`src/rtl/laser_pulse_sequencer.sv`:
```
// laser_pulse_sequencer: walks a dt-tick table on each mirror zero crossing, firing masked laser pulses.
// Latency: first pulse at e+2+dt_0 after edge cycle e, later pulses dt_n apart (floor MEM_LAT+2, else late_o).
// No backpressure: memory must answer exactly MEM_LAT cycles after ren_o. LPS_BIDIR_EN: falling edge sweeps reversed.
module laser_pulse_sequencer #(
  parameter int TICK_W   = 16,
  parameter int ADDR_W   = 11,
  parameter int POINTS_P = 360,
  parameter int NUM_CH   = 4,
  parameter int PULSE_W  = 8,
  parameter int MEM_LAT  = 2
) (
  input  logic               clk_i,
  input  logic               rst_i,
  input  logic               en_i,
  input  logic               zc_i,
  input  logic [PULSE_W-1:0] pulse_len_i,
  input  logic [NUM_CH-1:0]  ch_mask_i,
  output logic               ren_o,
  output logic [ADDR_W-1:0]  raddr_o,
  input  logic [TICK_W-1:0]  rdata_i,
  output logic [NUM_CH-1:0]  laser_trigger_o,
  output logic               busy_o,
  output logic               done_o,
  output logic               late_o,
  output logic               overrun_o,
  input  logic               clr_i
);

  typedef enum logic [1:0] {S_IDLE, S_FETCH, S_WAIT, S_ARM} state_t;

  localparam int WC_W = (MEM_LAT > 1) ? $clog2(MEM_LAT) : 1;
  localparam int PC_W = (POINTS_P > 1) ? $clog2(POINTS_P) : 1;
  localparam logic [TICK_W-1:0] EL_MAX  = '1;
  localparam logic [PC_W-1:0]   PT_LAST = PC_W'(POINTS_P - 1);

  state_t              state_q, state_d;
  logic                zc_q, zc_d;
  logic                dir_q, dir_d;
  logic [PC_W-1:0]     pt_q, pt_d;
  logic [WC_W-1:0]     wcnt_q, wcnt_d;
  logic [TICK_W-1:0]   dt_q, dt_d;
  logic [TICK_W-1:0]   el_q, el_d;
  logic [NUM_CH-1:0]   mask_q, mask_d;
  logic [PULSE_W-1:0]  len_q, len_d;
  logic [PULSE_W-1:0]  pcnt_q, pcnt_d;
  logic [NUM_CH-1:0]   trig_q, trig_d;
  logic                ren_q, ren_d;
  logic [ADDR_W-1:0]   raddr_q, raddr_d;
  logic                busy_q, busy_d;
  logic                done_q, done_d;
  logic                late_q, late_d;
  logic                ovr_q, ovr_d;

  logic                zc_edge;
  logic                start_desc;
  logic                fire;
  logic [PULSE_W-1:0]  len_eff;

  assign zc_edge = zc_i ^ zc_q;
  assign len_eff = (len_q == '0) ? PULSE_W'(1) : len_q;

  // Descending sweeps reuse the same table while the mirror travels back.
`ifdef LPS_BIDIR_EN
  assign start_desc = ~zc_i;
`else
  assign start_desc = 1'b0;
`endif

  function automatic logic [ADDR_W-1:0] pt_addr(input logic [PC_W-1:0] p, input logic desc);
    if (desc) return ADDR_W'(POINTS_P - 1) - ADDR_W'(p);
    return ADDR_W'(p);
  endfunction

  always_comb begin
    state_d = state_q;
    zc_d    = zc_i;
    dir_d   = dir_q;
    pt_d    = pt_q;
    wcnt_d  = wcnt_q;
    dt_d    = dt_q;
    el_d    = (el_q == EL_MAX) ? el_q : el_q + TICK_W'(1);
    mask_d  = mask_q;
    len_d   = len_q;
    pcnt_d  = (pcnt_q != '0) ? pcnt_q - PULSE_W'(1) : '0;
    ren_d   = 1'b0;
    raddr_d = raddr_q;
    done_d  = 1'b0;
    late_d  = late_q & ~clr_i;
    ovr_d   = ovr_q & ~clr_i;
    fire    = 1'b0;

    if (!en_i) begin
      state_d = S_IDLE;
      pcnt_d  = '0;
    end else if (zc_edge) begin
      if (state_q != S_IDLE) begin
        ovr_d  = 1'b1;
        pcnt_d = '0;
      end
      state_d = S_FETCH;
      pt_d    = '0;
      dir_d   = start_desc;
      el_d    = '0;
      mask_d  = ch_mask_i;
      len_d   = pulse_len_i;
      ren_d   = 1'b1;
      raddr_d = pt_addr('0, start_desc);
    end else begin
      unique case (state_q)
        S_FETCH: begin
          state_d = S_WAIT;
          wcnt_d  = WC_W'(MEM_LAT - 1);
        end
        S_WAIT: begin
          if (wcnt_q == '0) begin
            dt_d    = rdata_i;
            state_d = S_ARM;
          end else begin
            wcnt_d = wcnt_q - WC_W'(1);
          end
        end
        S_ARM: begin
          if (el_q >= dt_q) begin
            fire   = 1'b1;
            // The fire cycle itself is tick 0 of the next interval, so the next rise lands dt later.
            el_d   = TICK_W'(1);
            pcnt_d = len_eff;
            if (el_q > dt_q) late_d = 1'b1;
            if (pt_q == PT_LAST) begin
              state_d = S_IDLE;
              done_d  = 1'b1;
            end else begin
              pt_d    = pt_q + PC_W'(1);
              state_d = S_FETCH;
              ren_d   = 1'b1;
              raddr_d = pt_addr(pt_q + PC_W'(1), dir_q);
            end
          end
        end
        default: ;
      endcase
    end

    trig_d = (pcnt_d == '0) ? '0 : (fire ? mask_q : trig_q);
    busy_d = (state_d != S_IDLE);
  end

  always_ff @(posedge clk_i) begin
    if (rst_i) begin
      state_q <= S_IDLE;
      zc_q    <= zc_i;
      dir_q   <= 1'b0;
      pt_q    <= '0;
      wcnt_q  <= '0;
      dt_q    <= '0;
      el_q    <= '0;
      mask_q  <= '0;
      len_q   <= '0;
      pcnt_q  <= '0;
      trig_q  <= '0;
      ren_q   <= 1'b0;
      raddr_q <= '0;
      busy_q  <= 1'b0;
      done_q  <= 1'b0;
      late_q  <= 1'b0;
      ovr_q   <= 1'b0;
    end else begin
      state_q <= state_d;
      zc_q    <= zc_d;
      dir_q   <= dir_d;
      pt_q    <= pt_d;
      wcnt_q  <= wcnt_d;
      dt_q    <= dt_d;
      el_q    <= el_d;
      mask_q  <= mask_d;
      len_q   <= len_d;
      pcnt_q  <= pcnt_d;
      trig_q  <= trig_d;
      ren_q   <= ren_d;
      raddr_q <= raddr_d;
      busy_q  <= busy_d;
      done_q  <= done_d;
      late_q  <= late_d;
      ovr_q   <= ovr_d;
    end
  end

  assign ren_o           = ren_q;
  assign raddr_o         = raddr_q;
  assign laser_trigger_o = trig_q;
  assign busy_o          = busy_q;
  assign done_o          = done_q;
  assign late_o          = late_q;
  assign overrun_o       = ovr_q;

endmodule
```
`config.mk`:
```
export PLATFORM = sky130hd
export DESIGN_NAME = laser_pulse_sequencer
export DESIGN_NICKNAME = d
export VERILOG_FILES = /design/src/rtl/laser_pulse_sequencer.sv
export SDC_FILE = /design/constraint.sdc
export NUM_CORES = 1
export LEC_CHECK = 0
export CORE_MARGIN = 3
export CORE_UTILIZATION = 45
export CTS_CLUSTER_DIAMETER = 100
export DETAILED_ROUTE_END_ITERATION = 7
export PLACE_DENSITY = 0.68
export SLEW_MARGIN = 20
export SYNTH_ARGS = -nofsm -noshare
export SYNTH_HDL_FRONTEND = slang
export SYNTH_SLANG_ARGS = --single-unit
```
`constraint.sdc`:
```
create_clock -name clk_i -period 6.7 [get_ports clk_i]
set_input_delay 1.34 -clock clk_i [delete_from_list [all_inputs] [get_ports clk_i]]
set_output_delay 1.34 -clock clk_i [all_outputs]
set_load 0.05 [all_outputs]
```
==> run_results.csv <==
group,metric,value,unit
status,status,"finished, final reports clean",
power_and_ir_drop,seq_power_share,0.387,
yosys,synth-seq-area-share,0.4074,
detailed_routing,wl_met2,3542,um
setup_path,cp-endpoint,"el_q[15]",
finish,final_nets,542,
clock_tree,clock_sinks,74,
detailed_routing,antenna_left,0,
finish,layout-area-overhead-vs-synth,22.44,%
setup_path,cp.arrival,3.68,ns
setup_path,reg2reg_depth,9,
global_routing,grt_pass1_wl,13910,um
job,drv_cap,0,
global_routing,antenna_found_initial,0,
yosys,syn_area_per_cell,8.264,um^2
detailed_routing,wire_per_inst,13.68,um
clock_tree,cts_tree,"built",
power_and_ir_drop,p_sw,366.6,uW
yosys,synth-compound-area-share,0.1518,
power_and_ir_drop,leakage,1.675,nW
setup_path,cp_data_required_time,6.91,ns
yosys,synth_cells,440,
yosys,synth_edf_count,0,
sta,post-route-period-util,0.5189,
power_and_ir_drop,p_int,889.2,uW
finish,layout_common_cells,"nand2_1, dfxtp_1, clkdlybuf4s50_1",
sta,period_needed,3.477,ns
sta,hold_viol,0,
detailed_routing,drc,0,
sta,slew_violations,0,
finish,final_common_cell,"nand2_1",
place,gp_congestion,0.8588,
sta,fin_tns_setup,0,ns
place,dp_hpwl,5892,um
setup_path,crit_start,"zc_i",
power_and_ir_drop,swShare,0.2920,
die,num_rows,32,
detailed_routing,vias,3079,
setup_path,regToRegStartpoint,"el_q[13]",
clock_tree,postCtsSetupBuffers,0,
finish,regArea,1481,um^2
sta,relSlewSlack,0.5053,
detailed_routing,via_per_inst,5.192,
detailed_routing,wl_met1,4214,um
die,die_height,95.89,um
die,dieArea,9195,um^2
sta,whs,0.4576,ns
clock_tree,cts_resized,0,
detailed_routing,dr.first_iter.drc_count,147,
yosys,synth_fa_ha_area_frac,0.07915,
die,core,7767,um^2
power_and_ir_drop,pwr-share-clk,0.363,
detailed_routing,wl_met3,250,um
setup_path,critPathCaptureType,"register",
clock_tree,cts_made_buffers,9,
detailed_routing,wirelength,8115,um
setup_path,regToRegEndpoint,"pcnt_q[4]",
sta,fmax,287.6,MHz
yosys,synth_xor_xnor_area_share,0.03372,
detailed_routing,drtPass1Iterations,4,
clock_tree,cts_root_buffer,"clkbuf_8",
global_routing,grt_max_degree,38,
yosys,synth_area,3636,um^2
detailed_routing,dr.max_layer_used,"met4",
sta,rsz0062_at_grt,"false",
sta,setup_violations,0,
clock_tree,clkSlewWorstSetupHoldPaths,0.08,ns
power_and_ir_drop,total_power,1.256,mW
yosys,synth.area.mux_share,0.03304,
die,ios,53,
clock_tree,insertion_delay,0.34,ns
min_path,hp-class,"reg2reg",
clock_tree,cts_hold_buffers,0,
yosys,async_flop_share,0,
finish,multi_input_comb_area,1989,um^2
yosys,synth_top_family_by_area,"simple AND/OR/NAND/NOR gates",
power_and_ir_drop,ir_worst_vdd,0.0001423,V
place,io_buffers,50,
finish,nFillCells,687,
global_routing,grt_pass1_vias,2998,
setup_path,crit_type,"in2reg",
clock_tree,clockBufferDepth,2,
power_and_ir_drop,power_frac_comb,0.250,
yosys,ys.flop_type,"dfxtp_1",
clock_tree,htreeDepth,3,
setup_path,r2r_slack,3.85,ns
yosys,yosysWarningCount,0,
finish,drive_gt1_frac,0.06314,
power_and_ir_drop,power.density,282.1,nW/um^2
setup_path,critPathLaunchType,"input port",
global_routing,grtUsageTotal,0.1931,
yosys,synthSimpleGateAreaFrac,0.2474,
yosys,synth_cell_types,53,
sta,worst_pin_slew,0.7395,ns
global_routing,overflow,0,
die,initial_core_util,0.4681,
die,fp.dieW,95.89,um
finish,n_antenna_cell,0,
setup_path,worstPathMaxFanout,15,
sta,worst_clock_skew,0.007025,ns
yosys,ys_ff_latch,74,
## critical path: stages
cell,delay [ns]
clkdlybuf4s50_1,0.54
xor2_1,0.62
and2_1,0.50
nor2_1,0.13
nand2_1,0.43
nor3_1,0.12
## worst min-delay path by stage
stage                     startpoint         to  slack [ns]  depth (start not counted)
after floorplan            mask_q[3]  mask_q[3]        0.43                          2
after global placement       dt_q[9]    dt_q[9]        0.44                          2
after detailed placement     dt_q[8]    dt_q[8]        0.45                          2
after CTS                    dt_q[8]    dt_q[8]        0.46                          2
after global routing        dt_q[14]   dt_q[14]        0.48                          2
final                        dt_q[5]    dt_q[5]        0.46                          2
## flip-flops by register name, summed over array words and instances, names as in the netlist
| register | count |
|---|---|
| dt_q | 16 |
| late_o | 1 |
| mask_q | 4 |
| state_q | 2 |
| wcnt_q | 1 |
| overrun_o | 1 |
| ren_o | 1 |
| done_o | 1 |
| pcnt_q | 8 |
| el_q | 16 |
| len_q | 8 |
| zc_q | 1 |
| raddr_o | 9 |
| busy_o | 1 |
| laser_trigger_o | 4 |
## Yosys cell counts, types with 2 or more instances
| cell type | n | area (um^2) |
|---|---|---|
| nor2b_1 | 2 | 12.51 |
| a21o_1 | 3 | 22.52 |
| mux2i_1 | 12 | 120.1 |
| buf_2 | 3 | 15.01 |
| clkbuf_1 | 9 | 33.78 |
| nor3_1 | 11 | 55.05 |
| buf_4 | 2 | 15.01 |
| o21ai_1 | 4 | 20.02 |
| o21ai_0 | 11 | 55.05 |
| or3_2 | 4 | 30.03 |
| xor2_1 | 6 | 52.55 |
| or3_1 | 4 | 25.02 |
| a31oi_1 | 2 | 12.51 |
| o21a_1 | 3 | 22.52 |
| or2_2 | 2 | 12.51 |
| inv_1 | 21 | 78.83 |
| nand3_1 | 15 | 75.07 |
| o211ai_1 | 2 | 15.01 |
| dfxtp_1 | 74 | 1481 |
| and2_1 | 5 | 31.28 |
| buf_6 | 2 | 22.52 |
| nor3b_1 | 3 | 22.52 |
| a21oi_1 | 49 | 245.2 |
| o21bai_1 | 3 | 22.52 |
| ha_1 | 23 | 287.8 |
| nor4_1 | 3 | 18.77 |
| and4_1 | 3 | 26.28 |
| nand4_1 | 5 | 31.28 |
| nand2b_1 | 4 | 25.02 |
| and3_1 | 3 | 18.77 |
| nand2_1 | 78 | 292.8 |
| xnor2_1 | 8 | 70.07 |
| nor2_1 | 40 | 150.1 |
| a211oi_1 | 2 | 15.01 |
## area by class of cell
type / count / area share
Sequential cell: 74 / 0.3328
Timing Repair Buffer: 51 / 0.1141
Clock inverter: 5 / 0.02811
Tap cell: 102 / 0.02867
Multi-Input combinational cell: 329 / 0.4469
Inverter: 21 / 0.01771
Clock buffer: 11 / 0.03176
## logic make-up after synthesis
| family | count (synthesis) |
|---|---|
| adders and majority gates | 23 |
| DFF | 74 |
| and+or+nand+nor | 190 |
| xor gates and xnor gates | 14 |
| AOI/OAI and AO/OA | 88 |
| muxes | 12 |
| other | 1 |
| buffers and inverters | 38 |
## per-stage QoR
stage,area (um^2),setup slack [ns],utilization,std cells
after floorplan,3640,3.938,-,441
after global placement,4185,2.949,0.5388,577
after detailed placement,4185,2.867,0.5388,577
after CTS,4452,3.222,0.5731,593
after global routing,4452,3.004,0.5731,593
final,4452,3.223,0.5731,593
## per-layer routing
layer | vias up | GRT usage
li1 | 1601 | -
met1 | 1423 | 0.2661
met4 | 0 | 0.07464
met5 | - | 0
met3 | 9 | 0.03518
met2 | 46 | 0.2994
## power groups by stage
stage               Combinational [mW]  Sequential [mW]  Clock (mW)
global route                     0.360            0.489       0.482
floorplan                        0.235            0.495           0
CTS                              0.316            0.486       0.463
global placement                 0.301            0.495           0
detailed placement               0.310            0.496           0
finish                           0.314            0.486       0.456
(Power assumes the default switching activity.)
